### src/rtl/spi_pkg.sv
// Shared types and defaults for the SPI slave and its bench.
package spi_pkg;

    localparam int RX_WIDTH_DEF = 10;
    localparam int TX_WIDTH_DEF = 8;
    localparam int CNT_W        = 4;

    // Top-level transaction states.
    typedef enum logic [2:0] {
        IDLE,
        CHK_CMD,
        WRITE,
        READ_ADD,
        READ_DATA
    } state_e;

    // Progress inside a WRITE / READ_ADD / READ_DATA transaction.
    typedef enum logic [1:0] {
        PH_SHIFT,  // shifting the RX word in
        PH_WAIT,   // READ_DATA only: waiting for tx_valid
        PH_SEND,   // READ_DATA only: serialising the read byte on MISO
        PH_HOLD    // word/read finished, ignoring MOSI until SS_n rises
    } phase_e;

endpackage

### src/rtl/spi_slave.sv
// SPI slave front end for a single-port RAM: receives opcode+payload words
// on MOSI, strobes them to the RAM, and serialises read data back on MISO.
module spi_slave
    import spi_pkg::*;
#(
    parameter int RX_WIDTH = RX_WIDTH_DEF,
    parameter int TX_WIDTH = TX_WIDTH_DEF
) (
    input  logic                clk,
    input  logic                rst_n,
    input  logic                SS_n,
    input  logic                MOSI,
    output logic                MISO,
    output logic [RX_WIDTH-1:0] rx_data,
    output logic                rx_valid,
    input  logic [TX_WIDTH-1:0] tx_data,
    input  logic                tx_valid
);

    localparam int TXC_W = $clog2(TX_WIDTH + 1);

    state_e              state, next_state;
    phase_e              phase;
    logic [CNT_W-1:0]    bit_cnt;
    logic [TXC_W-1:0]    tx_cnt;
    logic [RX_WIDTH-2:0] shreg;
    logic [TX_WIDTH-1:0] tx_byte;
    logic                rd_addr_seen;
    logic                in_word;
    logic                last_bit;
    logic [RX_WIDTH-1:0] rx_word;

    // State register.
    // NOTE: sequential state always uses non-blocking (<=) so every register
    // samples pre-edge values, independent of block ordering.
    always_ff @(posedge clk or negedge rst_n) begin
        if (!rst_n) state <= IDLE;
        else        state <= next_state;
    end

    // Next-state logic and decode of the shifting datapath controls.
    // NOTE: every always_comb output gets a default first so no path
    // leaves it unassigned, which would infer a latch.
    always_comb begin
        next_state = state;
        in_word    = 1'b0;
        case (state)
            IDLE: begin
                if (!SS_n) next_state = CHK_CMD;
            end
            CHK_CMD: begin
                if (SS_n)              next_state = IDLE;
                else if (!MOSI)        next_state = WRITE;
                else if (rd_addr_seen) next_state = READ_DATA;
                else                   next_state = READ_ADD;
            end
            WRITE, READ_ADD, READ_DATA: begin
                in_word = !SS_n;
                if (SS_n) next_state = IDLE;
            end
            default: next_state = IDLE;
        endcase
        last_bit = in_word && (phase == PH_SHIFT)
                   && (bit_cnt == CNT_W'(RX_WIDTH - 1));
        rx_word  = {shreg, MOSI};
    end

    // Receive shift register, word strobe, read-address flag and MISO serialiser.
    // NOTE: shreg and tx_byte are reset too; they are plain registers, and a
    // known value keeps a mid-word reset from leaking stale bits.
    always_ff @(posedge clk or negedge rst_n) begin
        if (!rst_n) begin
            phase        <= PH_SHIFT;
            bit_cnt      <= '0;
            tx_cnt       <= '0;
            shreg        <= '0;
            tx_byte      <= '0;
            rx_data      <= '0;
            rx_valid     <= 1'b0;
            rd_addr_seen <= 1'b0;
            MISO         <= 1'b0;
        end else begin
            rx_valid <= 1'b0;
            if (!in_word) begin
                // Idle, command check or abort: restart the word from scratch.
                phase   <= PH_SHIFT;
                bit_cnt <= '0;
                tx_cnt  <= '0;
                MISO    <= 1'b0;
            end else begin
                case (phase)
                    PH_SHIFT: begin
                        shreg   <= rx_word[RX_WIDTH-2:0];
                        bit_cnt <= bit_cnt + 1'b1;
                        if (last_bit) begin
                            rx_data  <= rx_word;
                            rx_valid <= 1'b1;
                            bit_cnt  <= '0;
                            if (state == READ_ADD)  rd_addr_seen <= 1'b1;
                            if (state == READ_DATA) rd_addr_seen <= 1'b0;
                            phase <= (state == READ_DATA) ? PH_WAIT : PH_HOLD;
                        end
                    end
                    PH_WAIT: begin
                        // The MSB goes out right away; tx_byte keeps the rest.
                        if (tx_valid) begin
                            MISO    <= tx_data[TX_WIDTH-1];
                            tx_byte <= {tx_data[TX_WIDTH-2:0], 1'b0};
                            tx_cnt  <= TXC_W'(1);
                            phase   <= PH_SEND;
                        end
                    end
                    PH_SEND: begin
                        if (tx_cnt == TXC_W'(TX_WIDTH)) begin
                            MISO  <= 1'b0;
                            phase <= PH_HOLD;
                        end else begin
                            MISO    <= tx_byte[TX_WIDTH-1];
                            tx_byte <= {tx_byte[TX_WIDTH-2:0], 1'b0};
                            tx_cnt  <= tx_cnt + 1'b1;
                        end
                    end
                    PH_HOLD: begin
                        MISO <= 1'b0;
                    end
                    default: phase <= PH_HOLD;
                endcase
            end
        end
    end

endmodule

### config.mk
export PLATFORM = sky130hd
export DESIGN_NAME = spi_slave
export DESIGN_NICKNAME = d
export VERILOG_FILES = /design/src/rtl/spi_pkg.sv /design/src/rtl/spi_slave.sv
export SDC_FILE = /design/constraint.sdc
export NUM_CORES = 1
export LEC_CHECK = 0
export ABC_CLOCK_PERIOD_IN_PS = 2200
export CAP_MARGIN = 20
export CORE_AREA = 2 2 68 70
export CTS_CLUSTER_DIAMETER = 200
export CTS_CLUSTER_SIZE = 30
export DETAILED_ROUTE_END_ITERATION = 10
export DIE_AREA = 0 0 70 72
export GPL_TIMING_DRIVEN = 1
export PLACE_DENSITY = 0.71
export RECOVER_POWER = 25
export SYNTH_ARGS = -nofsm -noshare
export SYNTH_HDL_FRONTEND = slang
export SYNTH_SLANG_ARGS = --single-unit
### constraint.sdc
create_clock -name clk -period 2.2 [get_ports clk]
set_clock_uncertainty 0.15 [all_clocks]
set_input_delay 0.44 -clock clk [delete_from_list [all_inputs] [get_ports clk]]
set_output_delay 0.44 -clock clk [all_outputs]
set_load 0.02 [all_outputs]
# After elaboration in Yosys (flattened, before gate mapping)
# Index checks and enable logic that the tools add are counted.
# word_totals
output_inout_bits	12
elab_cells	81
in_bits	13
register_bits	43
# classes
n_eq_ne	21
muxes	32
n_addsub	2
reduce_logical	16
# ops
cell	count
2-to-1 mux 4 bit	6
2-to-1 mux 8 bit	2
one-hot mux 8 bit (2 select lines)	1
2-to-1 mux 3 bit	5
!= test 3 bit (second input constant)	4
AND reduction 4 bit	3
2-to-1 mux 2 bit	5
2-to-1 mux 1 bit	9
one-hot mux 3 bit (3 select lines)	1
adder 4 x 1 -> 4 bit (second input constant)	2
== test 4 bit (second input constant)	2
!= test 2 bit (second input constant)	4
!= test 4 x 1 -> 1 bit (second input constant)	2
one-hot mux 4 bit (2 select lines)	1
== test 3 x 2 -> 1 bit (second input constant)	2
one-hot mux 2 bit (3 select lines)	1
AND reduction 2 bit	3
AND reduction 3 bit	2
== test 2 bit (second input constant)	2
nonzero test 2 bit	2
== test 3 x 1 -> 1 bit (second input constant)	1
== test 3 bit (second input constant)	1
zero test 3 bit	1
!= test 3 x 1 -> 1 bit (second input constant)	1
7 further kinds	8

# Longest topological paths before layout
# depth
depth_word	8
depth_mapped	8
mapped_depth_nobuf	6

# Worst setup path before layout
# OpenSTA, ideal clock, no wires.
# synth_path
path_kind	register to register
startpoint	register phase[1]
endpoint	register phase[1]
required_ps	1930
stages_incl_launch_ff	8
synth_period_minus_slack_ps	2017
path_slack_ps	183
path_buffers	1
t_arrival_ps	1747
setup_time_ps	120
cell_sequence	dfrtp_1 inv_1 ha_1 buf_2 nand4b_1 a221oi_1 nor3_1 a31o_2
# synth_via
elab_chain_len	5
word_cells_on_any_way	12
classes_between	eq/ne (6); mux (2); reduce/logical (4)
# synth_lines
item	line	rtl
start, declared	spi_slave.sv:23	phase_e phase;
start signal, assigned	spi_slave.sv:101	phase <= (state == READ_DATA) ? PH_WAIT : PH_HOLD;
zero test 2 bit	spi_slave.sv:63, spi_slave.sv:91	
logical AND 1 bit	spi_slave.sv:63	last_bit = in_word && (phase == PH_SHIFT)
logical AND 1 bit	spi_slave.sv:64	&& (bit_cnt == CNT_W'(RX_WIDTH - 1));
!= test 3 bit (no source line)	n/a	
AND reduction 4 bit (no source line)	n/a	
# Several ways; a longest one is shown, not always the timed one.
# A chain may end at the register's enable or synchronous reset.

# Worst setup path in the final report
# layout_path
startpoint	register phase[1]
endpoint	register rx_data[6]
# layout_via
elab_chain_len	4
# layout_lines
item	line	rtl
zero test 2 bit *	spi_slave.sv:63, spi_slave.sv:91	
logical AND 1 bit	spi_slave.sv:63	
logical AND 1 bit	spi_slave.sv:64	
AND reduction 3 bit (no source line) *	n/a	
end signal, assigned	spi_slave.sv:96	rx_data <= rx_word;
end, declared	spi_slave.sv:14	output logic [RX_WIDTH-1:0] rx_data,
# Every way passes the cells marked *; elsewhere a longest branch is shown, timed or not.

==> metrics.cfg <==
[setup_path]
start_kind=flop
crit_buf_inv=2
r2r_cells=6
crit_chain=inv_1 -> ha_1 -> nand4b_1 -> buf_4 -> nor2_4 -> mux2_2
arrival_ns=2.17
reg2reg_slack_ns=0.07
criticalPathCategory=flop to flop
r2r-end=rx_data[6]
worst-path-stages=6
cp_top_family=simple AND/OR/NAND/NOR gates
slowest_stage=dfrtp_1
required_ns=2.23
cpPeakStageDelay_ns=0.42
endpoint_kind=flop
worstPathMaxFanout=11
r2r_start=phase[1]

[timing]
holdWs_ns=0.367
finalSetupViolCount=0
finalHoldViolations=0
period_minus_slack_ns=2.13
timing.fmax_mhz=469
fin_setup_tns_ns=0
setup_slack_ns=0.0694
rsz0062_at_grt=yes
slew_viol_final=0
tightest_slew_ns=1.07
min_period_over_period_pct=96.8
slew_headroom_pct=28.7

[cts]
clock-sinks=42
insertion_delay_ns=0.29
cts_setup_buffers=0
clk_pin_slew_worst_paths_ns=0.09
htreeDepth=2
ctsLongestPathBuffers=2
cts_buffers=5
cts_root_buf=clkbuf_8
cts_tree=done

[die]
core_sq_mm=0.00426
start_util_pct=49.1
fp.dieH_microns=72
die_x_microns=70
rows=24
dieArea_sq_mm=0.00504
ios=25

[yosys]
yosysWarningCount=0
yosysTopAreaCell=dfrtp_1
synth_edf_count=0
ys_seq_area_share_pct=50.2
avgSynthCellArea_sq_um=11.8
syn_area_sq_mm=0.00209
synth_top_cell_area_share_pct=50.2
synth.distinct_cells=39
yosys-top-cells-area=dfrtp_1, mux2_4, mux2_2, ha_1, mux2i_1
syn_nets=200
ys_async_sr_fraction_pct=100
ys_ff_latch=42
netlist_instances=178
synthFlopType=dfrtp_1

[place]
numPortBuffers=24
hpwl_mm=3.07
place_ws_ns=0.102
place.gp.congestion=0.813

[final_layout]
seqCellArea_sq_mm=0.00105
syn2layout_area_growth_pct=20.4
fin_util_pct=59.2
final_common_cell=dfrtp_1
layout_common_cells=dfrtp_1, clkdlybuf4s50_1, nor2_1
drive_above_1_share_pct=21.6
nFillCells=346
multi_input_area_sq_um=968
fin_nets=234
n_antenna_cell=0

[hold_path]
min_to=rx_data[0]
hp-start=rx_data[0]
hp-class=flop to flop
min_path_cells=1

[global_routing]
grt_pass1_wl_mm=7.11
grt_max_degree=21
grt_pass1_vias=1517
grt_usage_pct=17.8
antenna_found_initial=0
gr-total-overflow=0

[drt]
drc=0
antenna_left=0
drt_pass1_iterations=4
viasPerCell=5.49
drt_iter0_markers=90
post_drt_wl_per_cell_microns=15.2
routed_wl_mm=4.03
num_vias=1455

[pwr]
power_density_mw_per_mm2=641
ir_drop_uv=414
leakage_nw=1.10

[flow_run]
drv_cap=0

[run_status]
status=finished, final reports clean

==> area by class of cell <==
cell class / instances / area share (%)
clock buffer: 5 / 2.73
clock inverter: 3 / 0.744
inverter: 9 / 1.34
multi-input combinational: 119 / 38.4
sequential: 42 / 41.7
tap: 52 / 2.58
timing repair buffer: 35 / 12.5
==> routing by layer <==
| layer | vias to the layer above | part of all wire [%] | wire [microns] | GRT usage, % |
|---|---|---|---|---|
| met3 | 4 | 2.6 | 105 | 2.92 |
| met2 | 23 | 53 | 2130 | 32.5 |
| met1 | 726 | 43 | 1750 | 21.3 |
| met5 | - | 0 | 0 | 0 |
| li1 | 702 | - | - | - |
| met4 | 0 | 1.1 | 46 | 6.41 |
==> worst max-delay path by stage <==
stage | endpoint | start | slack (ns)
2_1_floorplan | phase[1] | phase[1] | 0.18
6_report | rx_data[6] | phase[1] | 0.07
3_5_place_dp | rx_data[6] | SS_n | 0.10
5_1_grt | rx_data[6] | phase[1] | -0.02
3_3_place_gp | rx_data[6] | SS_n | 0.15
4_1_cts | rx_data[6] | state[2] | 0.1
==> registers in the layout (all words and copies together) (netlist names) <==
name	cells
phase	2
rx_data	10
bit_cnt	4
rd_addr_seen	1
rx_valid	1
state	3
MISO	1
tx_cnt	4
shreg	9
tx_byte	7
==> cell usage after synthesis, drive strengths merged, types with 3 or more instances <==
library cell / n
nor3: 5
nor2: 15
mux2i: 10
o21ai: 3
dfrtp: 42
buf: 6
nand2: 9
inv: 9
a21oi: 12
ha: 9
a31oi: 7
a211oi: 4
mux2: 21
==> per-stage QoR <==
step / instance area, sq um / total power [mW] / cells
CTS: 2520 / 1.63 / 265
detailed placement: 2420 / 1.13 / 256
global route: 2520 / 1.70 / 265
global placement: 2420 / 1.12 / 256
finish: 2520 / 1.62 / 265
floorplan: 2090 / 1.04 / 178
==> power breakdown <==
part	total [mW]	switching, mW	internal (mW)
clock network	0.505	0.281	0.224
registers	0.915	0.0625	0.853
logic	0.198	0.0877	0.111
==> kinds of logic (layout without fill, tap and decap cells) <==
group / count (synthesis) / in the layout / synth area share (%)
muxes: 31 / 31 / 17.7
AOI/OAI and AO/OA: 34 / 34 / 10.7
buffers and inverters: 17 / 52 / 3.88
and+or+nand+nor: 45 / 45 / 12.2
adders and majority gates: 9 / 9 / 5.38
DFF: 42 / 42 / 50.2
==> timing repair <==
action                     in CTS  in global routing
hold endpoints to repair       18                  0
setup endpoints to repair       0                  3
hold buffers                    1                  0
gates resized for setup         0                  1
Power figures use the tool's default switching activity.
